**src/rtl/ai_action_scheduler_pkg.sv**
```systemverilog
`default_nettype none
// ============================================================================
//  Module      : ai_action_scheduler_pkg
//  Description : Action codes, scheduler states and code-class helpers.
//  Revision    : 1.0 - initial release
// ============================================================================
package ai_action_scheduler_pkg;

    localparam int ACTION_W = 4;
    typedef logic [ACTION_W-1:0] action_t;

    localparam action_t ACT_SHOOT_ENEMY    = 4'd0;
    localparam action_t ACT_SHOOT_SELF     = 4'd1;
    localparam action_t ACT_ITEM_BASE      = 4'd2;
    localparam action_t ACT_ITEM_LAST      = 4'd8;
    localparam action_t ACT_ITEM_SHOOT     = 4'd9;
    localparam action_t ACT_RESERVED_FIRST = 4'd10;
    localparam action_t ACT_RESERVED_LAST  = 4'd14;
    localparam action_t ACT_IDLE           = 4'd15;

    typedef enum logic [1:0] {
        S_IDLE      = 2'd0,
        S_ISSUE     = 2'd1,
        S_WAIT_DONE = 2'd2,
        S_GAP       = 2'd3
    } sched_state_t;

    function automatic logic is_valid_code(input action_t a);
        return (a == ACT_SHOOT_ENEMY) || (a == ACT_SHOOT_SELF) ||
               ((a >= ACT_ITEM_BASE) && (a <= ACT_ITEM_LAST)) || (a == ACT_ITEM_SHOOT);
    endfunction

    function automatic logic is_reserved_code(input action_t a);
        return (a >= ACT_RESERVED_FIRST) && (a <= ACT_RESERVED_LAST);
    endfunction

endpackage
`default_nettype wire

```
**src/rtl/ai_action_scheduler_if.sv**
```systemverilog
`default_nettype none
// ============================================================================
//  Module      : ai_action_scheduler_if
//  Description : Policy-engine and game-FSM side signals of the scheduler.
//  Revision    : 1.0 - initial release
// ============================================================================
interface ai_action_scheduler_if #(
    parameter int DEPTH = 4
);
    import ai_action_scheduler_pkg::*;

    localparam int c_CNT_W = $clog2(DEPTH) + 1;

    logic               i_ai_valid;
    action_t            i_ai_action;
    logic               o_ai_ready;
    logic               i_ai_turn;
    logic               i_game_busy;
    logic               i_action_done;
    action_t            o_action;
    logic               o_busy;
    logic               o_timeout;
    logic               o_drop;
    logic [c_CNT_W-1:0] o_fifo_count;

    modport slave (
        input  i_ai_valid, i_ai_action, i_ai_turn, i_game_busy, i_action_done,
        output o_ai_ready, o_action, o_busy, o_timeout, o_drop, o_fifo_count
    );

    modport master (
        output i_ai_valid, i_ai_action, i_ai_turn, i_game_busy, i_action_done,
        input  o_ai_ready, o_action, o_busy, o_timeout, o_drop, o_fifo_count
    );

endinterface
`default_nettype wire

```
**src/rtl/ai_action_scheduler_fifo.sv**
```systemverilog
`default_nettype none
// ============================================================================
//  Module      : ai_action_scheduler_fifo
//  Description : DEPTH-entry action FIFO with synchronous flush and count.
//  Revision    : 1.0 - initial release
// ============================================================================
module ai_action_scheduler_fifo #(
    parameter int DEPTH = 4,
    parameter int WIDTH = 4
) (
    input  wire logic                       clk,
    input  wire logic                       rst,
    input  wire logic                       i_flush,
    input  wire logic                       i_push,
    input  wire logic [WIDTH-1:0]           i_data,
    input  wire logic                       i_pop,
    output logic      [WIDTH-1:0]           o_head,
    output logic      [$clog2(DEPTH):0]     o_count,
    output logic                            o_full,
    output logic                            o_empty
);

    localparam int c_PTR_W = $clog2(DEPTH);
    localparam int c_CNT_W = c_PTR_W + 1;

    logic [WIDTH-1:0]   r_mem [DEPTH];
    logic [c_PTR_W-1:0] r_wr_ptr;
    logic [c_PTR_W-1:0] r_rd_ptr;
    logic [c_CNT_W-1:0] r_count;
    logic               w_push;
    logic               w_pop;

    // Flush wins over both push and pop so a flushed cycle leaves nothing behind.
    assign w_push  = i_push & ~o_full  & ~i_flush;
    assign w_pop   = i_pop  & ~o_empty & ~i_flush;
    assign o_full  = (r_count == c_CNT_W'(DEPTH));
    assign o_empty = (r_count == '0);
    assign o_count = r_count;
    assign o_head  = r_mem[r_rd_ptr];

    always_ff @(posedge clk) begin
        if (w_push) begin
            r_mem[r_wr_ptr] <= i_data;
        end
    end

    always_ff @(posedge clk) begin
        if (rst || i_flush) begin
            r_wr_ptr <= '0;
            r_rd_ptr <= '0;
            r_count  <= '0;
        end else begin
            if (w_push) begin
                r_wr_ptr <= r_wr_ptr + 1'b1;
            end
            if (w_pop) begin
                r_rd_ptr <= r_rd_ptr + 1'b1;
            end
            r_count <= r_count + c_CNT_W'(w_push) - c_CNT_W'(w_pop);
        end
    end

endmodule
`default_nettype wire

```
**src/rtl/ai_action_scheduler.sv**
```systemverilog
`default_nettype none
// ============================================================================
//  Module      : ai_action_scheduler
//  Description : Queues AI action codes and issues them one at a time,
//                gated by turn ownership, with completion wait and pacing.
//  Revision    : 1.0 - initial release
// ============================================================================
module ai_action_scheduler
    import ai_action_scheduler_pkg::*;
#(
    parameter int DEPTH       = 4,
    parameter int TIMEOUT_CYC = 50_000_000,
    parameter int GAP_CYC     = 2_000_000
) (
    input  wire logic            clk,
    input  wire logic            rst,
    ai_action_scheduler_if.slave sched
);

    localparam int c_CNT_W   = $clog2(DEPTH) + 1;
    localparam int c_TMR_MAX = (TIMEOUT_CYC > GAP_CYC) ? TIMEOUT_CYC : GAP_CYC;
    localparam int c_TMR_W   = $clog2(c_TMR_MAX) + 1;
    localparam logic [c_TMR_W-1:0] c_TIMEOUT_LAST = c_TMR_W'(TIMEOUT_CYC - 1);
    localparam logic [c_TMR_W-1:0] c_GAP_LAST     = c_TMR_W'(GAP_CYC - 1);

    sched_state_t       r_state;
    logic [c_TMR_W-1:0] r_timer;
    action_t            r_action;
    logic               r_busy;
    logic               r_timeout;
    logic               r_drop;

    logic               w_handshake;
    logic               w_push;
    logic               w_reserved;
    logic               w_flush;
    logic               w_start;
    action_t            w_head;
    logic [c_CNT_W-1:0] w_count;
    logic [c_CNT_W-1:0] w_cnt_nxt;
    logic               w_full;
    logic               w_empty;

    assign w_handshake = sched.i_ai_valid & ~w_full;
    assign w_push      = w_handshake & is_valid_code(sched.i_ai_action);
    assign w_reserved  = w_handshake & is_reserved_code(sched.i_ai_action);
    assign w_flush     = ~sched.i_ai_turn;
    assign w_start     = (r_state == S_IDLE) & ~w_empty & sched.i_ai_turn & ~sched.i_game_busy;
    // Queue occupancy after this edge, so o_busy can be registered without lag.
    assign w_cnt_nxt   = w_flush ? '0 : (w_count + c_CNT_W'(w_push) - c_CNT_W'(w_start));

    ai_action_scheduler_fifo #(
        .DEPTH (DEPTH),
        .WIDTH (ACTION_W)
    ) u_fifo (
        .clk     (clk),
        .rst     (rst),
        .i_flush (w_flush),
        .i_push  (w_push),
        .i_data  (sched.i_ai_action),
        .i_pop   (w_start),
        .o_head  (w_head),
        .o_count (w_count),
        .o_full  (w_full),
        .o_empty (w_empty)
    );

    always_ff @(posedge clk) begin
        if (rst) begin
            r_state   <= S_IDLE;
            r_timer   <= '0;
            r_action  <= ACT_IDLE;
            r_busy    <= 1'b0;
            r_timeout <= 1'b0;
            r_drop    <= 1'b0;
        end else begin
            r_action  <= ACT_IDLE;
            r_timeout <= 1'b0;
            r_drop    <= w_reserved;
            if (w_flush) begin
                r_state <= S_IDLE;
                r_timer <= '0;
                r_busy  <= 1'b0;
            end else begin
                case (r_state)
                    S_IDLE: begin
                        r_timer <= '0;
                        if (w_start) begin
                            r_state  <= S_ISSUE;
                            r_action <= w_head;
                            r_busy   <= 1'b1;
                        end else begin
                            r_busy <= (w_cnt_nxt != '0);
                        end
                    end
                    S_ISSUE: begin
                        r_timer <= '0;
                        r_busy  <= 1'b1;
                        r_state <= sched.i_action_done ? S_GAP : S_WAIT_DONE;
                    end
                    S_WAIT_DONE: begin
                        r_busy <= 1'b1;
                        if (sched.i_action_done) begin
                            r_state <= S_GAP;
                            r_timer <= '0;
                        end else if (r_timer == c_TIMEOUT_LAST) begin
                            r_state   <= S_GAP;
                            r_timer   <= '0;
                            r_timeout <= 1'b1;
                        end else begin
                            r_timer <= r_timer + 1'b1;
                        end
                    end
                    S_GAP: begin
                        if (r_timer == c_GAP_LAST) begin
                            r_state <= S_IDLE;
                            r_timer <= '0;
                            r_busy  <= (w_cnt_nxt != '0);
                        end else begin
                            r_timer <= r_timer + 1'b1;
                            r_busy  <= 1'b1;
                        end
                    end
                    default: begin
                        r_state <= S_IDLE;
                        r_timer <= '0;
                        r_busy  <= (w_cnt_nxt != '0);
                    end
                endcase
            end
        end
    end

    assign sched.o_ai_ready   = ~w_full;
    assign sched.o_action     = r_action;
    assign sched.o_busy       = r_busy;
    assign sched.o_timeout    = r_timeout;
    assign sched.o_drop       = r_drop;
    assign sched.o_fifo_count = w_count;

endmodule
`default_nettype wire
```
**src/flat_wrapper.sv**
```systemverilog
// flat-port wrapper written by rule: the top's interface ports become plain ports
module ai_action_scheduler_flat import ai_action_scheduler_pkg::*;
#(
    parameter int DEPTH       = 4,
    parameter int TIMEOUT_CYC = 50_000_000,
    parameter int GAP_CYC     = 2_000_000
)
  (clk, rst, sched_i_ai_valid, sched_i_ai_action, sched_i_ai_turn, sched_i_game_busy, sched_i_action_done, sched_o_ai_ready, sched_o_action, sched_o_busy, sched_o_timeout, sched_o_drop, sched_o_fifo_count);
  ai_action_scheduler_if #(.DEPTH(DEPTH)) sched_i ();
  input  wire logic clk;
  input  wire logic rst;
  input wire logic [$bits(sched_i.i_ai_valid)-1:0] sched_i_ai_valid;
  input wire logic [$bits(sched_i.i_ai_action)-1:0] sched_i_ai_action;
  input wire logic [$bits(sched_i.i_ai_turn)-1:0] sched_i_ai_turn;
  input wire logic [$bits(sched_i.i_game_busy)-1:0] sched_i_game_busy;
  input wire logic [$bits(sched_i.i_action_done)-1:0] sched_i_action_done;
  output wire logic [$bits(sched_i.o_ai_ready)-1:0] sched_o_ai_ready;
  output wire logic [$bits(sched_i.o_action)-1:0] sched_o_action;
  output wire logic [$bits(sched_i.o_busy)-1:0] sched_o_busy;
  output wire logic [$bits(sched_i.o_timeout)-1:0] sched_o_timeout;
  output wire logic [$bits(sched_i.o_drop)-1:0] sched_o_drop;
  output wire logic [$bits(sched_i.o_fifo_count)-1:0] sched_o_fifo_count;
  assign sched_i.i_ai_valid = sched_i_ai_valid;
  assign sched_i.i_ai_action = sched_i_ai_action;
  assign sched_i.i_ai_turn = sched_i_ai_turn;
  assign sched_i.i_game_busy = sched_i_game_busy;
  assign sched_i.i_action_done = sched_i_action_done;
  assign sched_o_ai_ready = sched_i.o_ai_ready;
  assign sched_o_action = sched_i.o_action;
  assign sched_o_busy = sched_i.o_busy;
  assign sched_o_timeout = sched_i.o_timeout;
  assign sched_o_drop = sched_i.o_drop;
  assign sched_o_fifo_count = sched_i.o_fifo_count;
  ai_action_scheduler #(.DEPTH(DEPTH), .TIMEOUT_CYC(TIMEOUT_CYC), .GAP_CYC(GAP_CYC)) u_core (.clk(clk), .rst(rst), .sched(sched_i));
endmodule
```
**config.mk**
```make
export PLATFORM = sky130hd
export DESIGN_NAME = ai_action_scheduler_flat
export DESIGN_NICKNAME = d
export VERILOG_FILES = /design/src/rtl/ai_action_scheduler_pkg.sv /design/src/rtl/ai_action_scheduler_if.sv /design/src/rtl/ai_action_scheduler_fifo.sv /design/src/rtl/ai_action_scheduler.sv /design/src/flat_wrapper.sv
export SDC_FILE = /design/constraint.sdc
export NUM_CORES = 1
export LEC_CHECK = 0
export CAP_MARGIN = 10
export CORE_MARGIN = 1.5
export CORE_UTILIZATION = 50
export CTS_BUF_LIST = sky130_fd_sc_hd__clkbuf_4
export CTS_CLUSTER_SIZE = 40
export DETAILED_ROUTE_END_ITERATION = 10
export GPL_TIMING_DRIVEN = 1
export HOLD_SLACK_MARGIN = 0.02
export PLACE_DENSITY = 0.7
export SETUP_SLACK_MARGIN = 0.1
export SYNTH_ARGS = -nofsm -noshare
export SYNTH_HDL_FRONTEND = slang
export SYNTH_HIERARCHICAL = 1
export SYNTH_SLANG_ARGS = --single-unit
```
**constraint.sdc**
```tcl
create_clock -name clk -period 6.5 [get_ports clk]
set_input_delay 1.3 -clock clk [delete_from_list [all_inputs] [get_ports clk]]
set_output_delay 1.3 -clock clk [all_outputs]
set_load 0.02 [all_outputs]
```
==> results.sh, run 1 <==
export IMPL_floorplan_die_height_um=78.95
export IMPL_cts_buffers=9
export IMPL_final_antenna_net_count=0
export IMPL_placement_setup_worst_slack_ns=2.194
export IMPL_r2r_setup_slack_ns=3.47
export IMPL_worst_ir_drop_vdd_mv=0.1840
export IMPL_layout_cells_excl_fill=378
export IMPL_worst_path_arrival_time_ns=4.15
export IMPL_grt_start_max_net_pins=28
export IMPL_tightestPinTransition_ns=0.8692
export IMPL_crit_fanout=10
export IMPL_totalPowerFinal_w=0.0006906
export IMPL_synth_distinct_cells=43
export IMPL_cts_hold_buffers_added=0
export IMPL_cellLeakagePower_nw=1.103
export IMPL_ctsLongestPathBuffers=2
export IMPL_crit_reg2reg_capture="u_core/sched.o_busy"
export IMPL_place_congestion=0.8478
export IMPL_clkSlewWorstSetupHoldPaths_ns=0.11
export IMPL_status="finished clean"
export IMPL_area_delta_synth_final_pct=13.71
export IMPL_detailed_place_hpwl_um=3677
export IMPL_setup_worst_path_start="sched_i_ai_turn"
export IMPL_worst_setup_path_end_kind="register"
export IMPL_port_buffer_count=20
export IMPL_cp_start_kind="input pin"
export IMPL_async_reset_ff_share_pct=0
export IMPL_fraction_of_final_layout_cells_with_drive_strength_greater_than_1_pct=9.477
export IMPL_startpoint_of_the_worst_register_to_register_path="u_core/u_fifo/o_count[1]"
export IMPL_die_area_um2=6232
export IMPL_path_class="input pin to register"
export IMPL_core_region_area_um2=5540
export IMPL_finalCritPeriodShare_pct=59.60
export IMPL_design_portCount=21
export IMPL_finalWorstSetupSlack_ns=2.626
export IMPL_mappedNetlistNets=301
export IMPL_clkSinkCount=61
export IMPL_yosys_most_used_dff="dfxtp_1"
export IMPL_first_pass_iters=4
export IMPL_ctsRootBufferMaster="clkbuf_4"
export IMPL_synthesis_yosys_warnings=6
export IMPL_floorplan_initialDensity_pct=52.06
export IMPL_num_vias=1991
export IMPL_floorplan_rows=27
export IMPL_final_setup_tns_ns=0
export IMPL_hold_path_class="register to register"
export IMPL_avgRoutedWirePerCell_um=13.79
export IMPL_final_net_count=327
export IMPL_post_cts_resized=0
export IMPL_synth_seq_cells=61
export IMPL_max_capacitance_violation_count=0
export IMPL_global_route_total_overflow=0
export IMPL_final_fill_count=485
export IMPL_cts_tree="done"
export IMPL_postSynthAreaPerCell_um2=10.49
export IMPL_fmax_mhz=258.1
export IMPL_drt_initial_drc_count=80
export IMPL_setup_crit_end="u_core/sched.o_busy"
export IMPL_placement_cell_area_um2=3133
export IMPL_chipWidth_um=78.95
export IMPL_gr_usage_all_layers_pct=18.69
export IMPL_finalClockSkew_ns=0.02198
export IMPL_drt_wl_total_um=5211
export IMPL_setup_repair_after_global_routing_missed_its_margin="false"
export IMPL_grt_pass1_wl_um=8866
export IMPL_layout_cell_area_non_filler_um2=3279
export IMPL_timing_critical_path_required_ns=6.78
export IMPL_max_slew_margin_rel_pct=42.05
export IMPL_power_density_cell_area_nw_per_um2=210.6
export IMPL_dp_cells=362
export IMPL_syn_cell_area_um2=2884
export IMPL_final_hold_violation_count=0
export IMPL_ctsHtreeMaxLevel=3
export IMPL_post_cts_repair_setup_buffers=0
export IMPL_grt_antenna_before_repair=0
export IMPL_num_antenna_cells=0
export IMPL_rr_worst_depth=12
export IMPL_share_of_the_yosys_chip_area_belonging_to_registers_pct=47.90
export IMPL_grt_pass1_vias=1955
export IMPL_avgViaCountPerCell=5.267
export IMPL_final_period_demand_of_the_worst_path_ns=3.874
export IMPL_syn_instance_count=275
export IMPL_slew_violations=0
export IMPL_synth_enable_flop_cells=16
export IMPL_clock_latency_at_the_later_pin_of_the_worst_skew_pair_ns=0.41
export IMPL_drc=0
export IMPL_report_final_setup_viol=0
-- cell usage after synthesis (2+ instances only) --
master | number | area (um2)
and2_1 | 6 | 37.54
nand4_1 | 7 | 43.79
ha_1 | 14 | 175.2
and4_1 | 4 | 35.03
dfxtp_1 | 45 | 900.9
o21ai_0 | 4 | 20.02
xor2_1 | 7 | 61.31
nand3_1 | 8 | 40.04
a31oi_1 | 2 | 12.51
clkbuf_1 | 2 | 7.510
xnor2_1 | 22 | 192.7
or2_2 | 2 | 12.51
inv_1 | 18 | 67.56
buf_6 | 3 | 33.78
nand2_1 | 21 | 78.83
nor4_1 | 6 | 37.54
edfxtp_1 | 16 | 480.5
nor2_1 | 36 | 135.1
or3_1 | 6 | 37.54
nor3_1 | 9 | 45.04
nor3b_2 | 2 | 25.02
mux2i_1 | 5 | 50.05
or4b_1 | 2 | 20.02
and3_1 | 5 | 31.28
mux4_2 | 4 | 90.09
fa_1 | 2 | 40.04
-- through the flow --
stage / hold WS [ns] / util (%)
after global placement: 0.4410 / 56.55
after CTS: 0.4796 / 59.19
after global routing: 0.5003 / 59.19
after detailed placement: 0.4540 / 56.55
final: 0.4760 / 59.19
after floorplan: 0.4260 / -
-- cell usage in the layout (no fill, tap or decap), types with 5 or more instances in the layout --
cell type	count
nor2_1	36
or3_1	6
inv_1	18
nand4_1	7
edfxtp_1	16
dfxtp_1	45
and2_1	6
nand2_1	21
nand3_1	8
and3_1	5
xnor2_1	22
clkdlybuf4s50_1	20
clkbuf_4	9
nor3_1	9
nor4_1	6
ha_1	14
mux2i_1	5
xor2_1	7
-- worst max-delay path: stages --
cell	delay, ns
clkdlybuf4s50_1	0.45
inv_1	0.16
or4b_1	0.68
inv_1	0.13
ha_1	0.23
inv_1	0.05
ha_1	0.12
inv_1	0.05
fa_1	0.38
xnor2_1	0.17
a31oi_1	0.11
o31ai_1	0.21
a21oi_1	0.09
-- cell type report --
cell class	instances	area, um2	area share [%]
repair buffers	20	200.2	6.105
inverters	18	67.56	2.060
well taps	72	90.09	2.747
clock inverters	7	78.83	2.404
multi-input cells	191	1394	42.50
flip-flops and latches	61	1381	42.12
clock buffers	9	67.56	2.060
-- how the worst min path moves through the flow --
stage	from	endpoint	slack, ns	cells after the start
floorplan	u_core/r_timer[0]	u_core/r_timer[0]	0.43	1
global placement	u_core/r_timer[0]	u_core/r_timer[0]	0.44	1
detailed placement	u_core/r_timer[0]	u_core/r_timer[0]	0.45	1
CTS	u_core/r_timer[0]	u_core/r_timer[0]	0.48	1
global route	u_core/r_timer[0]	u_core/r_timer[0]	0.50	1
finish	u_core/r_timer[0]	u_core/r_timer[0]	0.48	1
-- sequential cells by signal, summed over array words and instances, names as in the netlist, named ones only --
name	count
u_core/r_state	2
u_core/sched.o_drop	1
u_core/sched.o_timeout	1
u_core/u_fifo/r_mem	16
u_core/sched.o_busy	1
u_core/u_fifo/r_wr_ptr	2
u_core/r_timer	27
u_core/u_fifo/o_count	3
u_core/sched.o_action	4
u_core/u_fifo/r_rd_ptr	2
-- power breakdown --
group          leakage, nW  switching (W)  total (W)  internal (W)
Combinational        0.514      0.0000119  0.0000233     0.0000114
Sequential           0.507     0.00000114   0.000392      0.000391
Clock               0.0817       0.000152   0.000275      0.000123
-- routing by layer --
layer	up-vias	global-route usage, %	wire length (um)
li1	1012	-	-
met1	936	21.81	2367
met2	34	30.60	2579
met3	9	7.931	203
met4	0	7.018	60
met5	-	0	0
-- logic make-up (layout without fill, tap and decap cells) --
logic type / Yosys count / count (layout) / share of synthesized area (%)
buffers and inverters: 23 / 54 / 3.774
XOR/XNOR: 29 / 29 / 8.807
AND/OR/NAND/NOR: 124 / 124 / 23.51
AO/OA/AOI/OAI: 13 / 13 / 3.688
adder cells (fa/ha/maj): 16 / 16 / 7.462
flip-flops: 61 / 61 / 47.90
multiplexers: 9 / 9 / 4.859
No activity file was read; power rests on OpenSTA's default activity.
==> run 2, diff against run 1 <==
- PLACE_DENSITY: 0.7 -> 0.72
- clock period: 6.5 -> 3.5 ns (I/O delays scaled with it)
==> results.sh, run 2 (synthesized netlist as in run 1, its figures left out) <==
export IMPL_path_class="input pin to register"
export IMPL_tightestPinTransition_ns=0.5997
export IMPL_final_net_count=331
export IMPL_floorplan_die_height_um=78.95
export IMPL_fmax_mhz=334.2
export IMPL_r2r_setup_slack_ns=0.60
export IMPL_final_antenna_net_count=0
export IMPL_crit_fanout=3
export IMPL_critical_path_cell_chain="clkdlybuf4s50_1 -> inv_1 -> or4b_1 -> inv_1 -> ha_1 -> inv_1 -> ha_1 -> inv_1 -> fa_1 -> xnor2_1 -> a31oi_1 -> o31ai_1 -> a21oi_1"
export IMPL_core_region_area_um2=5540
export IMPL_min_to="u_core/r_timer[0]"
export IMPL_totalPowerFinal_w=0.001285
export IMPL_max_reg_flops=27
export IMPL_utilization_pct=59.78
export IMPL_final_cell_mix="dfxtp_1, nor2_1, xnor2_1, nand2_1, clkdlybuf4s50_1"
export IMPL_grt_start_max_net_pins=28
export IMPL_placement_setup_worst_slack_ns=0.1028
export IMPL_gr_max_usage_layer="met2"
export IMPL_power_density_cell_area_nw_per_um2=388.0
export IMPL_slew_violations=0
export IMPL_ctsRootBufferMaster="clkbuf_4"
export IMPL_startpoint_of_the_worst_register_to_register_path="u_core/u_fifo/o_count[1]"
export IMPL_crit_reg2reg_capture="u_core/sched.o_busy"
export IMPL_setup_repair_after_global_routing_missed_its_margin="false"
export IMPL_critPathSlowestCell="or4b_1"
export IMPL_clock_latency_at_the_later_pin_of_the_worst_skew_pair_ns=0.41
export IMPL_hold_path_class="register to register"
export IMPL_drt_wl_total_um=5238
export IMPL_gr_usage_met2_pct=31.90
export IMPL_final_fill_count=491
export IMPL_layout_cells_most_common="dfxtp_1"
export IMPL_setup_worst_path_start="sched_i_ai_turn"
export IMPL_cts_hold_buffers_added=0
export IMPL_clkSlewWorstSetupHoldPaths_ns=0.11
export IMPL_status="finished clean"
export IMPL_max_capacitance_violation_count=0
export IMPL_layout_cells_excl_fill=382
export IMPL_critPathMaxStageDelay_ns=0.55
export IMPL_finalWorstSetupSlack_ns=0.5078
export IMPL_worst_hold_startpoint="u_core/r_timer[0]"
export IMPL_regMostFlops="u_core/r_timer"
export IMPL_ctsHtreeMaxLevel=3
export IMPL_rr_worst_depth=12
export IMPL_worst_path_arrival_time_ns=3.28
export IMPL_port_buffer_count=20
export IMPL_hold_path_depth=1
export IMPL_final_setup_tns_ns=0
export IMPL_clkSinkCount=61
export IMPL_final_hold_violation_count=0
export IMPL_finalCritPeriodShare_pct=85.49
export IMPL_fraction_of_final_layout_cells_with_drive_strength_greater_than_1_pct=10.65
export IMPL_cp_start_kind="input pin"
export IMPL_die_area_um2=6232
export IMPL_worst_setup_path_end_kind="register"
export IMPL_avgRoutedWirePerCell_um=13.71
export IMPL_dp_cells=366
export IMPL_ctsLongestPathBuffers=2
export IMPL_timing_critical_path_mode_cell="inv_1"
export IMPL_post_cts_resized=0
export IMPL_first_pass_iters=4
export IMPL_floorplan_rows=27
export IMPL_detailed_place_hpwl_um=3750
export IMPL_cellLeakagePower_nw=1.118
export IMPL_grt_antenna_before_repair=0
export IMPL_cts_tree="done"
export IMPL_cts_buffers=9
export IMPL_design_portCount=21
export IMPL_avgViaCountPerCell=5.314
export IMPL_globalRouteMet3Util_pct=7.241
export IMPL_chipWidth_um=78.95
export IMPL_grt_pass1_vias=1951
export IMPL_timing_critical_path_required_ns=3.79
export IMPL_final_period_demand_of_the_worst_path_ns=2.992
export IMPL_grt_pass1_wl_um=8976
export IMPL_drc=0
export IMPL_place_congestion=0.8254
export IMPL_num_antenna_cells=0
export IMPL_finalClockSkew_ns=0.01563
export IMPL_grt_use_met1_pct=22.45
export IMPL_global_route_total_overflow=0
export IMPL_max_slew_margin_rel_pct=59.90
export IMPL_floorplan_initialDensity_pct=52.06
export IMPL_num_vias=2030
export IMPL_post_cts_repair_setup_buffers=0
export IMPL_worst_ir_drop_vdd_mv=0.2744
export IMPL_report_final_setup_viol=0
export IMPL_drt_initial_drc_count=60
export IMPL_gr_usage_all_layers_pct=19.27
export IMPL_area_delta_synth_final_pct=14.84
-- run 2: critical path, delay by kind of cell --
family	cells	cell delay, ns
XOR/XNOR	1	0.16
buffers and inverters	5	0.72
AND/OR/NAND/NOR	1	0.55
adder cells (fa/ha/maj)	3	0.73
AO/OA/AOI/OAI	3	0.42
-- run 2: cell type report --
class | instances | area, um2 | area share, %
clock buffer | 9 | 67.56 | 2.040
clock inverter | 7 | 81.33 | 2.456
inverter | 18 | 67.56 | 2.040
multi-input combinational | 191 | 1394 | 42.09
sequential | 61 | 1381 | 41.71
tap | 72 | 90.09 | 2.720
timing repair buffer | 24 | 230.2 | 6.951
-- run 2: how the worst max path moves through the flow --
stage	to	slack, ns
6_report	u_core/sched.o_busy	0.51
5_1_grt	u_core/sched.o_busy	0.44
4_1_cts	u_core/sched.o_busy	0.55
3_5_place_dp	u_core/sched.o_busy	0.10
3_3_place_gp	u_core/sched.o_busy	0.17
2_1_floorplan	u_core/u_fifo/o_count[2]	0.50
-- run 2: where the power goes --
group	total, W	switching, W	internal, W
logic	0.0000446	0.0000226	0.0000220
registers	0.000729	0.00000225	0.000727
clock network	0.000512	0.000285	0.000227
-- run 2: through the flow --
stage	area, um2	hold slack [ns]
6_report	3312	0.4870
3_5_place_dp	3163	0.4550
5_1_grt	3312	0.5125
2_1_floorplan	2884	0.4260
3_3_place_gp	3163	0.4419
4_1_cts	3312	0.4814
-- run 2: routing by layer --
layer  vias up  part of all wire [%]
met5         -                     0
met4         0                  0.94
met3         5                   3.6
met2        31                    50
met1       964                    46
li1       1030                     -
==> run 3, diff against run 2 <==
- CORE_UTILIZATION: 50 -> 45
- PLACE_DENSITY: 0.72 -> 0.66
==> results.sh, run 3 (synthesized netlist as in run 1, its figures left out) <==
export IMPL_setup_repair_after_global_routing_missed_its_margin="false"
export IMPL_detailed_place_hpwl_um=3687
export IMPL_post_cts_repair_setup_buffers=0
export IMPL_critPathSlowestCell="or4b_1"
export IMPL_rr_worst_depth=12
export IMPL_final_hold_violation_count=0
export IMPL_startpoint_of_the_worst_register_to_register_path="u_core/u_fifo/o_count[1]"
export IMPL_worst_ir_drop_vdd_mv=0.2734
export IMPL_floorplan_initialDensity_pct=47.58
export IMPL_max_reg_flops=27
export IMPL_avgRoutedWirePerCell_um=13.83
export IMPL_global_route_total_overflow=0
export IMPL_clkSlewWorstSetupHoldPaths_ns=0.09
export IMPL_crit_fanout=3
export IMPL_die_area_um2=6898
export IMPL_hold_path_depth=1
export IMPL_drt_initial_drc_count=82
export IMPL_timing_critical_path_mode_cell="inv_1"
export IMPL_power_density_cell_area_nw_per_um2=387.7
export IMPL_gr_usage_all_layers_pct=16.59
export IMPL_hold_path_class="register to register"
export IMPL_path_class="input pin to register"
export IMPL_tightestPinTransition_ns=0.6376
export IMPL_clkSinkCount=61
export IMPL_floorplan_die_height_um=83.06
export IMPL_finalClockSkew_ns=0.02069
export IMPL_layout_cells_most_common="dfxtp_1"
export IMPL_max_capacitance_violation_count=0
export IMPL_drc=0
export IMPL_r2r_setup_slack_ns=0.53
export IMPL_place_congestion=0.8026
export IMPL_layout_cells_excl_fill=385
export IMPL_avgViaCountPerCell=5.262
export IMPL_cts_hold_buffers_added=0
export IMPL_ctsRootBufferMaster="clkbuf_4"
export IMPL_worst_hold_startpoint="u_core/r_timer[0]"
export IMPL_status="finished clean"
export IMPL_design_portCount=21
export IMPL_utilization_pct=54.67
export IMPL_num_vias=2026
export IMPL_timing_critical_path_required_ns=3.79
export IMPL_final_fill_count=567
export IMPL_worst_path_arrival_time_ns=3.30
export IMPL_cellLeakagePower_nw=1.122
export IMPL_ctsLongestPathBuffers=2
export IMPL_cts_tree="done"
export IMPL_floorplan_rows=28
export IMPL_max_slew_margin_rel_pct=57.37
export IMPL_grt_pass1_wl_um=9142
export IMPL_area_delta_synth_final_pct=14.88
export IMPL_dp_cells=369
export IMPL_ctsHtreeMaxLevel=3
export IMPL_grt_antenna_before_repair=0
export IMPL_final_antenna_net_count=0
export IMPL_final_period_demand_of_the_worst_path_ns=3.007
export IMPL_final_setup_tns_ns=0
export IMPL_final_cell_mix="dfxtp_1, nor2_1, xnor2_1, nand2_1, clkdlybuf4s50_1"
export IMPL_grt_pass1_vias=1932
export IMPL_finalCritPeriodShare_pct=85.91
export IMPL_crit_reg2reg_capture="u_core/sched.o_busy"
export IMPL_cp_start_kind="input pin"
export IMPL_grt_start_max_net_pins=28
export IMPL_final_net_count=331
export IMPL_critPathMaxStageDelay_ns=0.55
export IMPL_core_region_area_um2=6061
export IMPL_chipWidth_um=83.06
export IMPL_slew_violations=0
export IMPL_clock_latency_at_the_later_pin_of_the_worst_skew_pair_ns=0.42
export IMPL_fmax_mhz=332.6
export IMPL_post_cts_resized=0
export IMPL_drt_wl_total_um=5324
export IMPL_critical_path_cell_chain="clkdlybuf4s50_1 -> inv_1 -> or4b_1 -> inv_1 -> ha_1 -> inv_1 -> ha_1 -> inv_1 -> fa_1 -> xnor2_1 -> a31oi_1 -> o31ai_1 -> a21oi_1"
export IMPL_cts_buffers=9
export IMPL_first_pass_iters=4
export IMPL_num_antenna_cells=0
export IMPL_worst_setup_path_end_kind="register"
export IMPL_fraction_of_final_layout_cells_with_drive_strength_greater_than_1_pct=10.65
export IMPL_min_to="u_core/r_timer[0]"
export IMPL_report_final_setup_viol=0
export IMPL_port_buffer_count=20
export IMPL_regMostFlops="u_core/r_timer"
[run 3: cell types whose count changed in the layout (fill, tap and decap cells not counted), sizes merged]
cell and delta:
clkinv +1, clkinvlp -1
[run 3: critical path: cells and delay by family]
family	cells	cell delay, ns
adder cells (fa/ha/maj)	3	0.74
AO/OA/AOI/OAI	3	0.44
XOR/XNOR	1	0.16
buffers and inverters	5	0.72
AND/OR/NAND/NOR	1	0.55
[run 3: how the worst max path moves through the flow]
stage                                  start                       end  slack (ns)  cells past startpoint
floorplan                    sched_i_ai_turn  u_core/u_fifo/o_count[2]        0.50                     11
global placement             sched_i_ai_turn       u_core/sched.o_busy        0.16                     13
detailed placement           sched_i_ai_turn       u_core/sched.o_busy        0.12                     13
CTS                          sched_i_ai_turn       u_core/sched.o_busy        0.55                     13
global route        u_core/u_fifo/o_count[1]       u_core/sched.o_busy        0.37                     12
finish                       sched_i_ai_turn       u_core/sched.o_busy        0.49                     13
[run 3: report_power, final]
group / internal, W / leakage, nW / switching (W) / total, W
clock: 0.000226 / 0.0813 / 0.000285 / 0.000511
combinational: 0.0000220 / 0.533 / 0.0000226 / 0.0000446
sequential: 0.000727 / 0.507 / 0.00000224 / 0.000729
total: 0.000975 / 1.12 / 0.000310 / 0.00128
[run 3: cell type report]
class                   count  area [um2]  area share, %
multi-input cells         191        1394          42.07
flip-flops and latches     61        1381          41.69
repair buffers             24       230.2          6.949
well taps                  75       93.84          2.832
clock inverters             7       78.83          2.379
clock buffers               9       67.56          2.039
inverters                  18       67.56          2.039
[run 3: metal layers]
layer | up-vias | GRT usage (%) | part of all wire (%)
li1 | 1027 | - | -
met1 | 956 | 20.44 | 47
met2 | 33 | 26.61 | 46
met3 | 10 | 5.964 | 4.3
met4 | 0 | 6.364 | 2.3
met5 | - | 0 | 0
[run 3: stage by stage]
step                setup slack (ns)  power (W)  hold WS, ns  cell area, um2
finish                        0.4931   0.001284       0.4695            3313
global route                  0.3656   0.001340       0.5135            3313
CTS                           0.5460   0.001301       0.4783            3313
detailed placement            0.1153  0.0007894       0.4549            3167
global placement              0.1586  0.0007889       0.4422            3167
floorplan                     0.4969  0.0007653       0.4260            2884
